==> config.mk <==
export PLATFORM = sky130hd
export DESIGN_NAME = instruction_encoder_flat
export DESIGN_NICKNAME = d
export VERILOG_FILES = /design/src/rtl/instruction_decoder_params.sv /design/src/rtl/instruction_encoder_if.sv /design/src/rtl/instr_fifo.sv /design/src/rtl/instruction_encoder.sv /design/src/flat_wrapper.sv
export SDC_FILE = /design/constraint.sdc
export NUM_CORES = 1
export LEC_CHECK = 0
export ABC_AREA = 1
export CAP_MARGIN = 20
export CORE_ASPECT_RATIO = 1.5
export CORE_MARGIN = 5
export CORE_UTILIZATION = 51
export DETAILED_ROUTE_END_ITERATION = 8
export GPL_ROUTABILITY_DRIVEN = 0
export PLACE_DENSITY = 0.77
export SLEW_MARGIN = 20
export SYNTH_ARGS = -nofsm -noshare
export SYNTH_HDL_FRONTEND = slang
export SYNTH_HIERARCHICAL = 1
export SYNTH_SLANG_ARGS = --single-unit
==> constraint.sdc <==
create_clock -name clk -period 3.2 [get_ports clk]
set_clock_uncertainty 0.05 [all_clocks]
set_input_delay 0.96 -clock clk [delete_from_list [all_inputs] [get_ports clk]]
set_output_delay 0.96 -clock clk [all_outputs]
set_load 0.02 [all_outputs]
==> src/rtl/instruction_decoder_params.sv <==
// Shared micro-instruction format definitions: field positions, opcodes,
// the encoder state type, and helpers that pack encoder words.
package instruction_decoder_params;

  localparam int INSTR_W        = 32;
  localparam int WR_DATA_W      = 16;
  localparam int WR_ADDR_W      = 14;
  localparam int RD_ADDR_W      = 14;
  localparam int BURST_W        = 8;
  localparam int FIFO_DEPTH_DEF = 4;

  localparam logic [1:0] OP_WRITE = 2'b00;
  localparam logic [1:0] OP_READ  = 2'b01;
  localparam logic [1:0] OP_GO    = 2'b10;

  localparam int OP_MSB       = 31;
  localparam int OP_LSB       = 30;
  localparam int WR_ADDR_MSB  = 29;
  localparam int WR_ADDR_LSB  = 16;
  localparam int WR_DATA_MSB  = 15;
  localparam int WR_DATA_LSB  = 0;
  localparam int RD_START_MSB = 28;
  localparam int RD_START_LSB = 15;
  localparam int RD_END_MSB   = 13;
  localparam int RD_END_LSB   = 0;

  typedef enum logic {
    IDLE  = 1'b0,
    WRITE = 1'b1
  } enc_state_t;

  function automatic logic [INSTR_W-1:0] pack_write(input logic [WR_ADDR_W-1:0] addr,
                                                    input logic [WR_DATA_W-1:0] data);
    logic [INSTR_W-1:0] w;
    w = '0;
    w[OP_MSB:OP_LSB]           = OP_WRITE;
    w[WR_ADDR_MSB:WR_ADDR_LSB] = addr;
    w[WR_DATA_MSB:WR_DATA_LSB] = data;
    return w;
  endfunction

  // Bits 29 and 14 are reserved and stay zero.
  function automatic logic [INSTR_W-1:0] pack_read(input logic [RD_ADDR_W-1:0] start_addr,
                                                   input logic [RD_ADDR_W-1:0] end_addr);
    logic [INSTR_W-1:0] w;
    w = '0;
    w[OP_MSB:OP_LSB]             = OP_READ;
    w[RD_START_MSB:RD_START_LSB] = start_addr;
    w[RD_END_MSB:RD_END_LSB]     = end_addr;
    return w;
  endfunction

  function automatic logic [INSTR_W-1:0] pack_go();
    logic [INSTR_W-1:0] w;
    w = '0;
    w[OP_MSB:OP_LSB] = OP_GO;
    return w;
  endfunction

endpackage

==> src/rtl/instruction_encoder_if.sv <==
// Host command, write-data and instruction-stream handshakes of the encoder.
interface instruction_encoder_if;
  import instruction_decoder_params::*;

  logic                 cmd_valid;
  logic                 cmd_ready;
  logic [1:0]           cmd_op;
  logic [RD_ADDR_W-1:0] cmd_addr;
  logic [RD_ADDR_W-1:0] cmd_end_addr;
  logic [BURST_W-1:0]   cmd_len;
  logic                 wdata_valid;
  logic                 wdata_ready;
  logic [WR_DATA_W-1:0] wdata;
  logic                 instr_valid;
  logic                 instr_ready;
  logic [INSTR_W-1:0]   instr;
  logic                 busy;
  logic                 err;
  logic [15:0]          instr_count;

  modport master (
    output cmd_valid, cmd_op, cmd_addr, cmd_end_addr, cmd_len,
    output wdata_valid, wdata, instr_ready,
    input  cmd_ready, wdata_ready, instr_valid, instr, busy, err, instr_count
  );

  modport slave (
    input  cmd_valid, cmd_op, cmd_addr, cmd_end_addr, cmd_len,
    input  wdata_valid, wdata, instr_ready,
    output cmd_ready, wdata_ready, instr_valid, instr, busy, err, instr_count
  );

endinterface

==> src/rtl/instr_fifo.sv <==
// Small synchronous FIFO with a combinational head that reads zero when empty.
module instr_fifo #(
  parameter int WIDTH = 32,
  parameter int DEPTH = 4
) (
  input  logic             clk,
  input  logic             rst,
  input  logic             push,
  input  logic [WIDTH-1:0] push_data,
  input  logic             pop,
  output logic [WIDTH-1:0] head,
  output logic             full,
  output logic             empty
);
  localparam int AW = $clog2(DEPTH);

  logic [WIDTH-1:0] mem [DEPTH];
  logic [AW:0]      wr_ptr_reg;
  logic [AW:0]      rd_ptr_reg;
  logic             do_push;
  logic             do_pop;

  // A full FIFO refuses a push even if the head is popped on the same edge.
  assign do_push = push && !full;
  assign do_pop  = pop && !empty;

  always_ff @(posedge clk or posedge rst) begin
    if (rst) begin
      wr_ptr_reg <= '0;
      rd_ptr_reg <= '0;
    end else begin
      if (do_push) wr_ptr_reg <= wr_ptr_reg + 1'b1;
      if (do_pop)  rd_ptr_reg <= rd_ptr_reg + 1'b1;
    end
  end

  always_ff @(posedge clk) begin
    if (do_push) mem[wr_ptr_reg[AW-1:0]] <= push_data;
  end

  assign empty = (wr_ptr_reg == rd_ptr_reg);
  assign full  = (wr_ptr_reg[AW] != rd_ptr_reg[AW]) &&
                 (wr_ptr_reg[AW-1:0] == rd_ptr_reg[AW-1:0]);
  assign head  = empty ? '0 : mem[rd_ptr_reg[AW-1:0]];

endmodule

==> src/rtl/instruction_encoder.sv <==
// Packs host commands (write burst, read range, go) into 32-bit
// micro-instructions and streams them out through a small FIFO.
module instruction_encoder
  import instruction_decoder_params::*;
#(
  parameter int INSTR_LENGTH         = INSTR_W,
  parameter int WRITE_DATA_LENGTH    = WR_DATA_W,
  parameter int WRITE_ADDRESS_LENGTH = WR_ADDR_W,
  parameter int READ_ADDRESS_LENGTH  = RD_ADDR_W,
  parameter int BURST_LEN_WIDTH      = BURST_W,
  parameter int FIFO_DEPTH           = FIFO_DEPTH_DEF
) (
  input  logic                  clk,
  input  logic                  rst,
  instruction_encoder_if.slave  bus
);

  enc_state_t                      state_reg;
  logic [WRITE_ADDRESS_LENGTH-1:0] addr_reg;
  logic [BURST_LEN_WIDTH-1:0]      remaining_reg;
  logic                            err_reg;
  logic [15:0]                     instr_count_reg;

  logic                            fifo_full;
  logic                            fifo_empty;
  logic [INSTR_LENGTH-1:0]         fifo_head;
  logic                            push;
  logic [INSTR_LENGTH-1:0]         push_data;

  logic                            cmd_fire;
  logic                            wdata_fire;
  logic                            instr_fire;
  logic                            cmd_reject;
  logic [READ_ADDRESS_LENGTH-1:0]  rd_start;
  logic [READ_ADDRESS_LENGTH-1:0]  rd_end;
  logic [WRITE_DATA_LENGTH-1:0]    wr_data;

  assign rd_start = bus.cmd_addr;
  assign rd_end   = bus.cmd_end_addr;
  assign wr_data  = bus.wdata;

  // cmd_ready is held low while reset is asserted so nothing is accepted then.
  assign bus.cmd_ready   = !rst && (state_reg == IDLE) && !fifo_full;
  assign bus.wdata_ready = (state_reg == WRITE) && !fifo_full;

  assign cmd_fire   = bus.cmd_valid && bus.cmd_ready;
  assign wdata_fire = bus.wdata_valid && bus.wdata_ready;
  assign instr_fire = !fifo_empty && bus.instr_ready;

  always_comb begin
    cmd_reject = 1'b0;
    case (bus.cmd_op)
      OP_WRITE: cmd_reject = 1'b0;
      OP_READ:  cmd_reject = (rd_start > rd_end);
      OP_GO:    cmd_reject = 1'b0;
      default:  cmd_reject = 1'b1;
    endcase
  end

  always_comb begin
    push      = 1'b0;
    push_data = '0;
    if (state_reg == WRITE) begin
      push      = wdata_fire;
      push_data = pack_write(addr_reg, wr_data);
    end else if (cmd_fire && !cmd_reject) begin
      if (bus.cmd_op == OP_READ) begin
        push      = 1'b1;
        push_data = pack_read(rd_start, rd_end);
      end else if (bus.cmd_op == OP_GO) begin
        push      = 1'b1;
        push_data = pack_go();
      end
    end
  end

  always_ff @(posedge clk or posedge rst) begin
    if (rst) begin
      state_reg       <= IDLE;
      addr_reg        <= '0;
      remaining_reg   <= '0;
      err_reg         <= 1'b0;
      instr_count_reg <= '0;
    end else begin
      err_reg <= cmd_fire && cmd_reject;
      if (instr_fire) instr_count_reg <= instr_count_reg + 1'b1;
      case (state_reg)
        IDLE: begin
          if (cmd_fire && bus.cmd_op == OP_WRITE) begin
            addr_reg      <= bus.cmd_addr;
            remaining_reg <= bus.cmd_len;
            state_reg     <= WRITE;
          end
        end
        WRITE: begin
          if (wdata_fire) begin
            // Address wraps naturally at the field width.
            addr_reg <= addr_reg + 1'b1;
            if (remaining_reg == '0) state_reg <= IDLE;
            else remaining_reg <= remaining_reg - 1'b1;
          end
        end
        default: state_reg <= IDLE;
      endcase
    end
  end

  instr_fifo #(
    .WIDTH (INSTR_LENGTH),
    .DEPTH (FIFO_DEPTH)
  ) u_fifo (
    .clk       (clk),
    .rst       (rst),
    .push      (push),
    .push_data (push_data),
    .pop       (bus.instr_ready),
    .head      (fifo_head),
    .full      (fifo_full),
    .empty     (fifo_empty)
  );

  assign bus.instr_valid = !fifo_empty;
  assign bus.instr       = fifo_head;
  assign bus.busy        = (state_reg != IDLE) || !fifo_empty;
  assign bus.err         = err_reg;
  assign bus.instr_count = instr_count_reg;

endmodule

==> src/flat_wrapper.sv <==
// flat-port wrapper written by rule: the top's interface ports become plain ports
module instruction_encoder_flat import instruction_decoder_params::*;
#(
  parameter int INSTR_LENGTH         = INSTR_W,
  parameter int WRITE_DATA_LENGTH    = WR_DATA_W,
  parameter int WRITE_ADDRESS_LENGTH = WR_ADDR_W,
  parameter int READ_ADDRESS_LENGTH  = RD_ADDR_W,
  parameter int BURST_LEN_WIDTH      = BURST_W,
  parameter int FIFO_DEPTH           = FIFO_DEPTH_DEF
)
  (clk, rst, bus_cmd_valid, bus_cmd_op, bus_cmd_addr, bus_cmd_end_addr, bus_cmd_len, bus_wdata_valid, bus_wdata, bus_instr_ready, bus_cmd_ready, bus_wdata_ready, bus_instr_valid, bus_instr, bus_busy, bus_err, bus_instr_count);
  instruction_encoder_if bus_i ();
  input  logic clk;
  input  logic rst;
  input wire logic [$bits(bus_i.cmd_valid)-1:0] bus_cmd_valid;
  input wire logic [$bits(bus_i.cmd_op)-1:0] bus_cmd_op;
  input wire logic [$bits(bus_i.cmd_addr)-1:0] bus_cmd_addr;
  input wire logic [$bits(bus_i.cmd_end_addr)-1:0] bus_cmd_end_addr;
  input wire logic [$bits(bus_i.cmd_len)-1:0] bus_cmd_len;
  input wire logic [$bits(bus_i.wdata_valid)-1:0] bus_wdata_valid;
  input wire logic [$bits(bus_i.wdata)-1:0] bus_wdata;
  input wire logic [$bits(bus_i.instr_ready)-1:0] bus_instr_ready;
  output wire logic [$bits(bus_i.cmd_ready)-1:0] bus_cmd_ready;
  output wire logic [$bits(bus_i.wdata_ready)-1:0] bus_wdata_ready;
  output wire logic [$bits(bus_i.instr_valid)-1:0] bus_instr_valid;
  output wire logic [$bits(bus_i.instr)-1:0] bus_instr;
  output wire logic [$bits(bus_i.busy)-1:0] bus_busy;
  output wire logic [$bits(bus_i.err)-1:0] bus_err;
  output wire logic [$bits(bus_i.instr_count)-1:0] bus_instr_count;
  assign bus_i.cmd_valid = bus_cmd_valid;
  assign bus_i.cmd_op = bus_cmd_op;
  assign bus_i.cmd_addr = bus_cmd_addr;
  assign bus_i.cmd_end_addr = bus_cmd_end_addr;
  assign bus_i.cmd_len = bus_cmd_len;
  assign bus_i.wdata_valid = bus_wdata_valid;
  assign bus_i.wdata = bus_wdata;
  assign bus_i.instr_ready = bus_instr_ready;
  assign bus_cmd_ready = bus_i.cmd_ready;
  assign bus_wdata_ready = bus_i.wdata_ready;
  assign bus_instr_valid = bus_i.instr_valid;
  assign bus_instr = bus_i.instr;
  assign bus_busy = bus_i.busy;
  assign bus_err = bus_i.err;
  assign bus_instr_count = bus_i.instr_count;
  instruction_encoder #(.INSTR_LENGTH(INSTR_LENGTH), .WRITE_DATA_LENGTH(WRITE_DATA_LENGTH), .WRITE_ADDRESS_LENGTH(WRITE_ADDRESS_LENGTH), .READ_ADDRESS_LENGTH(READ_ADDRESS_LENGTH), .BURST_LEN_WIDTH(BURST_LEN_WIDTH), .FIFO_DEPTH(FIFO_DEPTH)) u_core (.clk(clk), .rst(rst), .bus(bus_i));
endmodule
# After elaboration in Yosys (flattened, before gate mapping)
# Memories as Yosys holds them, arrays and structs flattened.
# Index checks and enable logic that the tools add are counted.
# classes
order_cmp	1
multipliers	0
n_shift	0
div_mod_pow	0
n_bitwise	1
mux	23
add_sub_neg	5
eq_ne	8
reduce_logical	21
# ops
operator	count
32-bit 2-to-1 mux	5
14-bit 2-to-1 mux	2
14-bit case mux with 2 select lines	1
8-bit 2-to-1 mux	3
16-bit by 1-bit adder with 16-bit output (second input constant)	1
8-bit case mux with 2 select lines	1
14-bit by 1-bit adder with 14-bit output (second input constant)	1
14-bit > comparator	1
1-bit logical AND	11
1-bit 2-to-1 mux	9
8-bit zero test	1
8-bit by 1-bit subtractor with 8-bit output (second input constant)	1
3-bit by 1-bit adder with 3-bit output (second input constant)	2
2-bit != test (second input constant)	3
1-bit zero test	4
1-bit case mux with 2 select lines	2
3-bit equality test	1
3-bit AND reduction	1
2-bit by 1-bit equality test with 1-bit output (second input constant)	1
2-bit equality test	1
2-bit equality test (second input constant)	1
2-bit zero test	1
2-bit AND reduction	1
2-bit OR reduction	1
other kinds (3)	3
# word_totals
ff_bits	46
latchBits	0
input_bits	59
memories	1
romBits	0
out_inout_bits	53
ram_bits	128
# mem_list
memory	depth	width	read_ports	rd_ports_with_merged_regs	write_ports	line	text
u_core.u_fifo.mem	4	32	1	0	1	instr_fifo.sv:17	logic [WIDTH-1:0] mem [DEPTH];

# Longest topological paths before layout
# logic_depth
ltp_word	11
mapped_depth	17
mapped_depth_nobuf	17

# Cells and area by module
# The synthesis kept the hierarchy.
# by_module_without_submodules
mod	seq_area_each_um2	instances	area_per_inst_um2	cells_per_inst
instr_fifo	3993.8	1	5571.6	473
instruction_encoder	1001.0	1	3321.9	499

# Worst setup path before layout
# OpenSTA, ideal clock, no wires.
# synth_path
kind	input to register
from	in bus_cmd_end_addr[13]
to	mem u_core.u_fifo.mem[0][0] (enable)
t_arrival_ns	3.452
required_ns	2.729
path_slack_ns	-0.723
setup_ns	0.421
path_stages	12
path_cell_list	inv_1 > ha_1 > nand2_1 > nor2_1 > nand3_1 > nor2_1 > nor2_1 > nand2_1 > nand4_1 > nand2_1 > nand2_1 > nor2_1
# synth_between
elab_chain_len	9
# synth_lines
item	line	text
start, declared	flat_wrapper.sv:18	input wire logic [$bits(bus_i.cmd_end_addr)-1:0] bus_cmd_end_addr;
14-bit > comparator	instruction_encoder.sv:54	OP_READ: cmd_reject = (rd_start > rd_end);
1-bit case mux with 2 select lines	instruction_encoder.sv:52	case (bus.cmd_op)
1-bit zero test	instruction_encoder.sv:66	end else if (cmd_fire && !cmd_reject) begin
1-bit logical AND	instruction_encoder.sv:66	
1-bit 2-to-1 mux	instruction_encoder.sv:66	
1-bit 2-to-1 mux	instruction_encoder.sv:63	if (state_reg == WRITE) begin
net u_core.push	instruction_encoder.sv:27	logic push;
1-bit logical AND	instr_fifo.sv:24	assign do_push = push && !full;
1-bit 2-to-1 mux	instr_fifo.sv:38	if (do_push) mem[wr_ptr_reg[AW-1:0]] <= push_data;
1-bit 2-to-1 mux (not written as such)	instr_fifo.sv:38	
end, declared	instr_fifo.sv:17	
# The timed path passes the listed nets, and every way through them passes these cells.

# Worst setup path after layout
# layout_path
from	reg u_core.u_fifo.rd_ptr_reg[0]
to	out bus_instr_valid
# layout_between
elab_chain_len	2
# layout_lines
item	line	text
start, declared	instr_fifo.sv:19	logic [AW:0] rd_ptr_reg;
start signal, assigned	instr_fifo.sv:33	if (do_pop) rd_ptr_reg <= rd_ptr_reg + 1'b1;
3-bit equality test	instr_fifo.sv:41	assign empty = (wr_ptr_reg == rd_ptr_reg);
net u_core.fifo_empty	instruction_encoder.sv:25	logic fifo_empty;
1-bit zero test	instruction_encoder.sv:122	assign bus.instr_valid = !fifo_empty;
end, declared	flat_wrapper.sv:25	output wire logic [$bits(bus_i.instr_valid)-1:0] bus_instr_valid;
# The timed path passes the listed nets, and every way through them passes these cells.

==> impl_metrics.tcl <==
set metrics [dict create \
    ys_ff_latch 174 \
    leakagePower_nw 5.02 \
    ioPinCount 112 \
    setup-violations-final 0 \
    crit_path_end_kind "primary output" \
    portBuffers 111 \
    antenna_found_initial 0 \
    cts.sink_count 174 \
    grt-ovfl-total 0 \
    nets 1185 \
    synthesis.nets 1057 \
    hp-class "register to register" \
    worst_pin_slew_ns 0.529 \
    postSynthCellCount 972 \
    syn_to_final_growth_pct 25.4 \
    netlist-cell-type-count 36 \
    final_cell_area_um2 11200 \
    coreArea_um2 17300 \
    crit_type "register to primary output" \
    fmax_mhz 324 \
    critPathMaxFanout 6 \
    crit_required_ns 2.19 \
    dr.pass1.iters 6 \
    grt_usage_pct 21.6 \
    synth_area_leader_cell "edfxtp_1" \
    crit_arrival_ns 2.08 \
    wl_per_cell_um 16.8 \
    start_kind "register" \
    seqCellArea_um2 5000 \
    initial_core_util_pct 51.5 \
    dp_hpwl_um 14500 \
    num-fill-cells 1340 \
    num_rows 59 \
    largest_reg_flops 128 \
    hold_path_depth 2 \
    max-slew-margin-rel_pct 64.7 \
    power.total_mw 10.5 \
    htreeDepth 4 \
    rsz0062_at_grt "no" \
    finalSetupTns_ns 0 \
    vias 7264 \
    syn_area_um2 8890 \
    diodes 0 \
    drtIter0Drc 619 \
    clock_path_buffers 2 \
    synth_top_area_share_pct 43.2 \
    die_x_um 118 \
    finalHoldViolCount 0 \
    power_density_nw_per_um2 946 \
    via_per_inst 5.48 \
    routed_wl_um 22300 \
    syn_area_per_cell_um2 9.15 \
    finalWorstPathRequiredPeriod_ns 3.09 \
    cap_violations 0 \
    yosys_warnings 6 \
    yosysSeqAreaShare_pct 56.2 \
    min_period_over_period_pct 96.6 \
    cts_root_buffer "clkbuf_16" \
    placed_area_um2 10400 \
    clk_latency_ns 0.43 \
    path_clk_slew_ns 0.07 \
    worst_ir_drop_vdd_mv 0.653 \
    route.detailed.drc 0 \
    cts_hold_buf 0 \
    multi_input_area_um2 3230 \
    grt_pass1_wl_um 34900 \
    cts_tree "yes" \
    grt_max_degree 65 \
    dieArea_um2 20200 \
    reg2reg_depth 15 \
    grt_pass1_vias 6933 \
    final_layout_size_suffix_gt1_share_pct 9.88 \
    status "finished clean" \
    synth_area_leaders "edfxtp_1 43%, dfrtp_1 13%, nand2_1 9.5%" \
    slew_viol_final 0 \
    die_y_um 172 \
    cts_inserted_buffers 17 \
    antenna_left 0 \
]
==> cells in the final DEF, fill, tap and decap left out, drive strengths merged, types with 6 or more instances in the layout <==
cell,n
nand2,230
nor2,143
edfxtp,128
inv,122
o21ai,113
clkdlybuf4s50,64
dfrtp,46
nand4,39
buf,39
dlygate4sd2,30
nand3,29
ha,26
clkbuf,21
dlymetal6s2s,13
a21oi,13
xor2,12
a31oi,9
xnor2,7
nor3,6
==> layout make-up <==
class | count | area share [%]
multi-input combinational | 638 | 29.0
inverter | 114 | 3.94
timing repair buffer | 155 | 14.8
sequential | 174 | 44.8
clock buffer | 17 | 3.81
tap | 213 | 2.39
clock inverter | 15 | 1.32
==> stage by stage <==
step                      utilization (%)  setup WS, ns  hold WS [ns]  cells
final                                64.6         0.110         0.451   1326
after global routing                 64.6       0.00587         0.486   1326
after CTS                            63.6        0.0743         0.452   1322
after detailed placement             60.1        -0.347         0.437   1286
after global placement               60.1        -0.306         0.424   1286
after floorplan                         -        -0.228         0.402    972
==> cells by family (layout without fill, tap and decap cells) <==
family | count (synthesis) | after routing | share of synthesized area [%]
compound gates | 145 | 145 | 8.60
xor+xnor | 19 | 19 | 1.87
fa+ha+maj | 26 | 26 | 3.66
buf+inv | 160 | 301 | 8.15
flops | 174 | 174 | 56.2
simple gates | 448 | 448 | 21.6
==> path summary, 6_finish.rpt <==
check	slack, ns	to	startpoint
worst max-delay path	0.11	bus_instr_valid	u_core/u_fifo/rd_ptr_reg[0]$_DFFE_PP0P_
worst min-delay path	0.45	u_core/remaining_reg[7]$_DFFE_PP0P_	u_core/remaining_reg[7]$_DFFE_PP0P_
worst max register to register	0.52	u_core/u_fifo/mem[3][18]$_DFFE_PP_	u_core/u_fifo/rd_ptr_reg[0]$_DFFE_PP0P_
worst min register to register	0.45	u_core/remaining_reg[7]$_DFFE_PP0P_	u_core/remaining_reg[7]$_DFFE_PP0P_
max in group asynchronous	1.54	u_core/state_reg$_DFF_PP0_	rst
min in group asynchronous	0.90	u_core/u_fifo/wr_ptr_reg[1]$_DFFE_PP0P_	rst
==> Yosys cell counts <==
| cell type | number |
|---|---|
| nand2_1 | 225 |
| nor2_1 | 139 |
| edfxtp_1 | 128 |
| inv_1 | 110 |
| o21ai_0 | 97 |
| dfrtp_1 | 46 |
| nand4_1 | 38 |
| nand3_1 | 27 |
| ha_1 | 26 |
| buf_2 | 16 |
| o21ai_1 | 16 |
| a21oi_1 | 13 |
| xor2_1 | 12 |
| buf_6 | 10 |
| clkbuf_1 | 10 |
| a31oi_1 | 9 |
| buf_4 | 7 |
| xnor2_1 | 7 |
| nor3_1 | 5 |
| nand2_4 | 4 |
| o211ai_1 | 4 |
| buf_1 | 3 |
| inv_2 | 3 |
| nor2_2 | 3 |
| nand3_4 | 2 |
| o21bai_1 | 2 |
| a22oi_1 | 1 |
| a41oi_1 | 1 |
| inv_4 | 1 |
| nand2_2 | 1 |
| nand4_2 | 1 |
| nor2_8 | 1 |
| nor3_2 | 1 |
| o311ai_0 | 1 |
| o31ai_1 | 1 |
| or2_2 | 1 |
==> routing by layer <==
| metal | track usage [%] | part of all wire [%] | up-vias |
|---|---|---|---|
| met4 | 9.28 | 3.8 | 0 |
| li1 | - | - | 3475 |
| met1 | 25.6 | 37 | 3370 |
| met3 | 3.88 | 6.8 | 72 |
| met2 | 38.7 | 52 | 347 |
| met5 | 0 | 0 | - |
==> power breakdown <==
group	internal, mW	switching [mW]
Sequential	3.23	0.365
Clock	1.04	0.955
Combinational	1.81	3.15
==> critical path, cell delays in order, from the launching register on <==
cell             delay, ns
dfrtp_2               0.49
buf_4                 0.17
nand2_4               0.05
nand2_4               0.07
nand3_4               0.12
inv_1                 0.08
inv_1                 0.08
clkdlybuf4s50_1       0.61
==> what timing repair did <==
action	CTS	global route
buffers inserted	2	1
gates resized for setup	38	28
pin swaps	0	3
gates cloned	2	3
endpoints found under the setup margin	34	133
No activity file was read; power rests on OpenSTA's default activity.
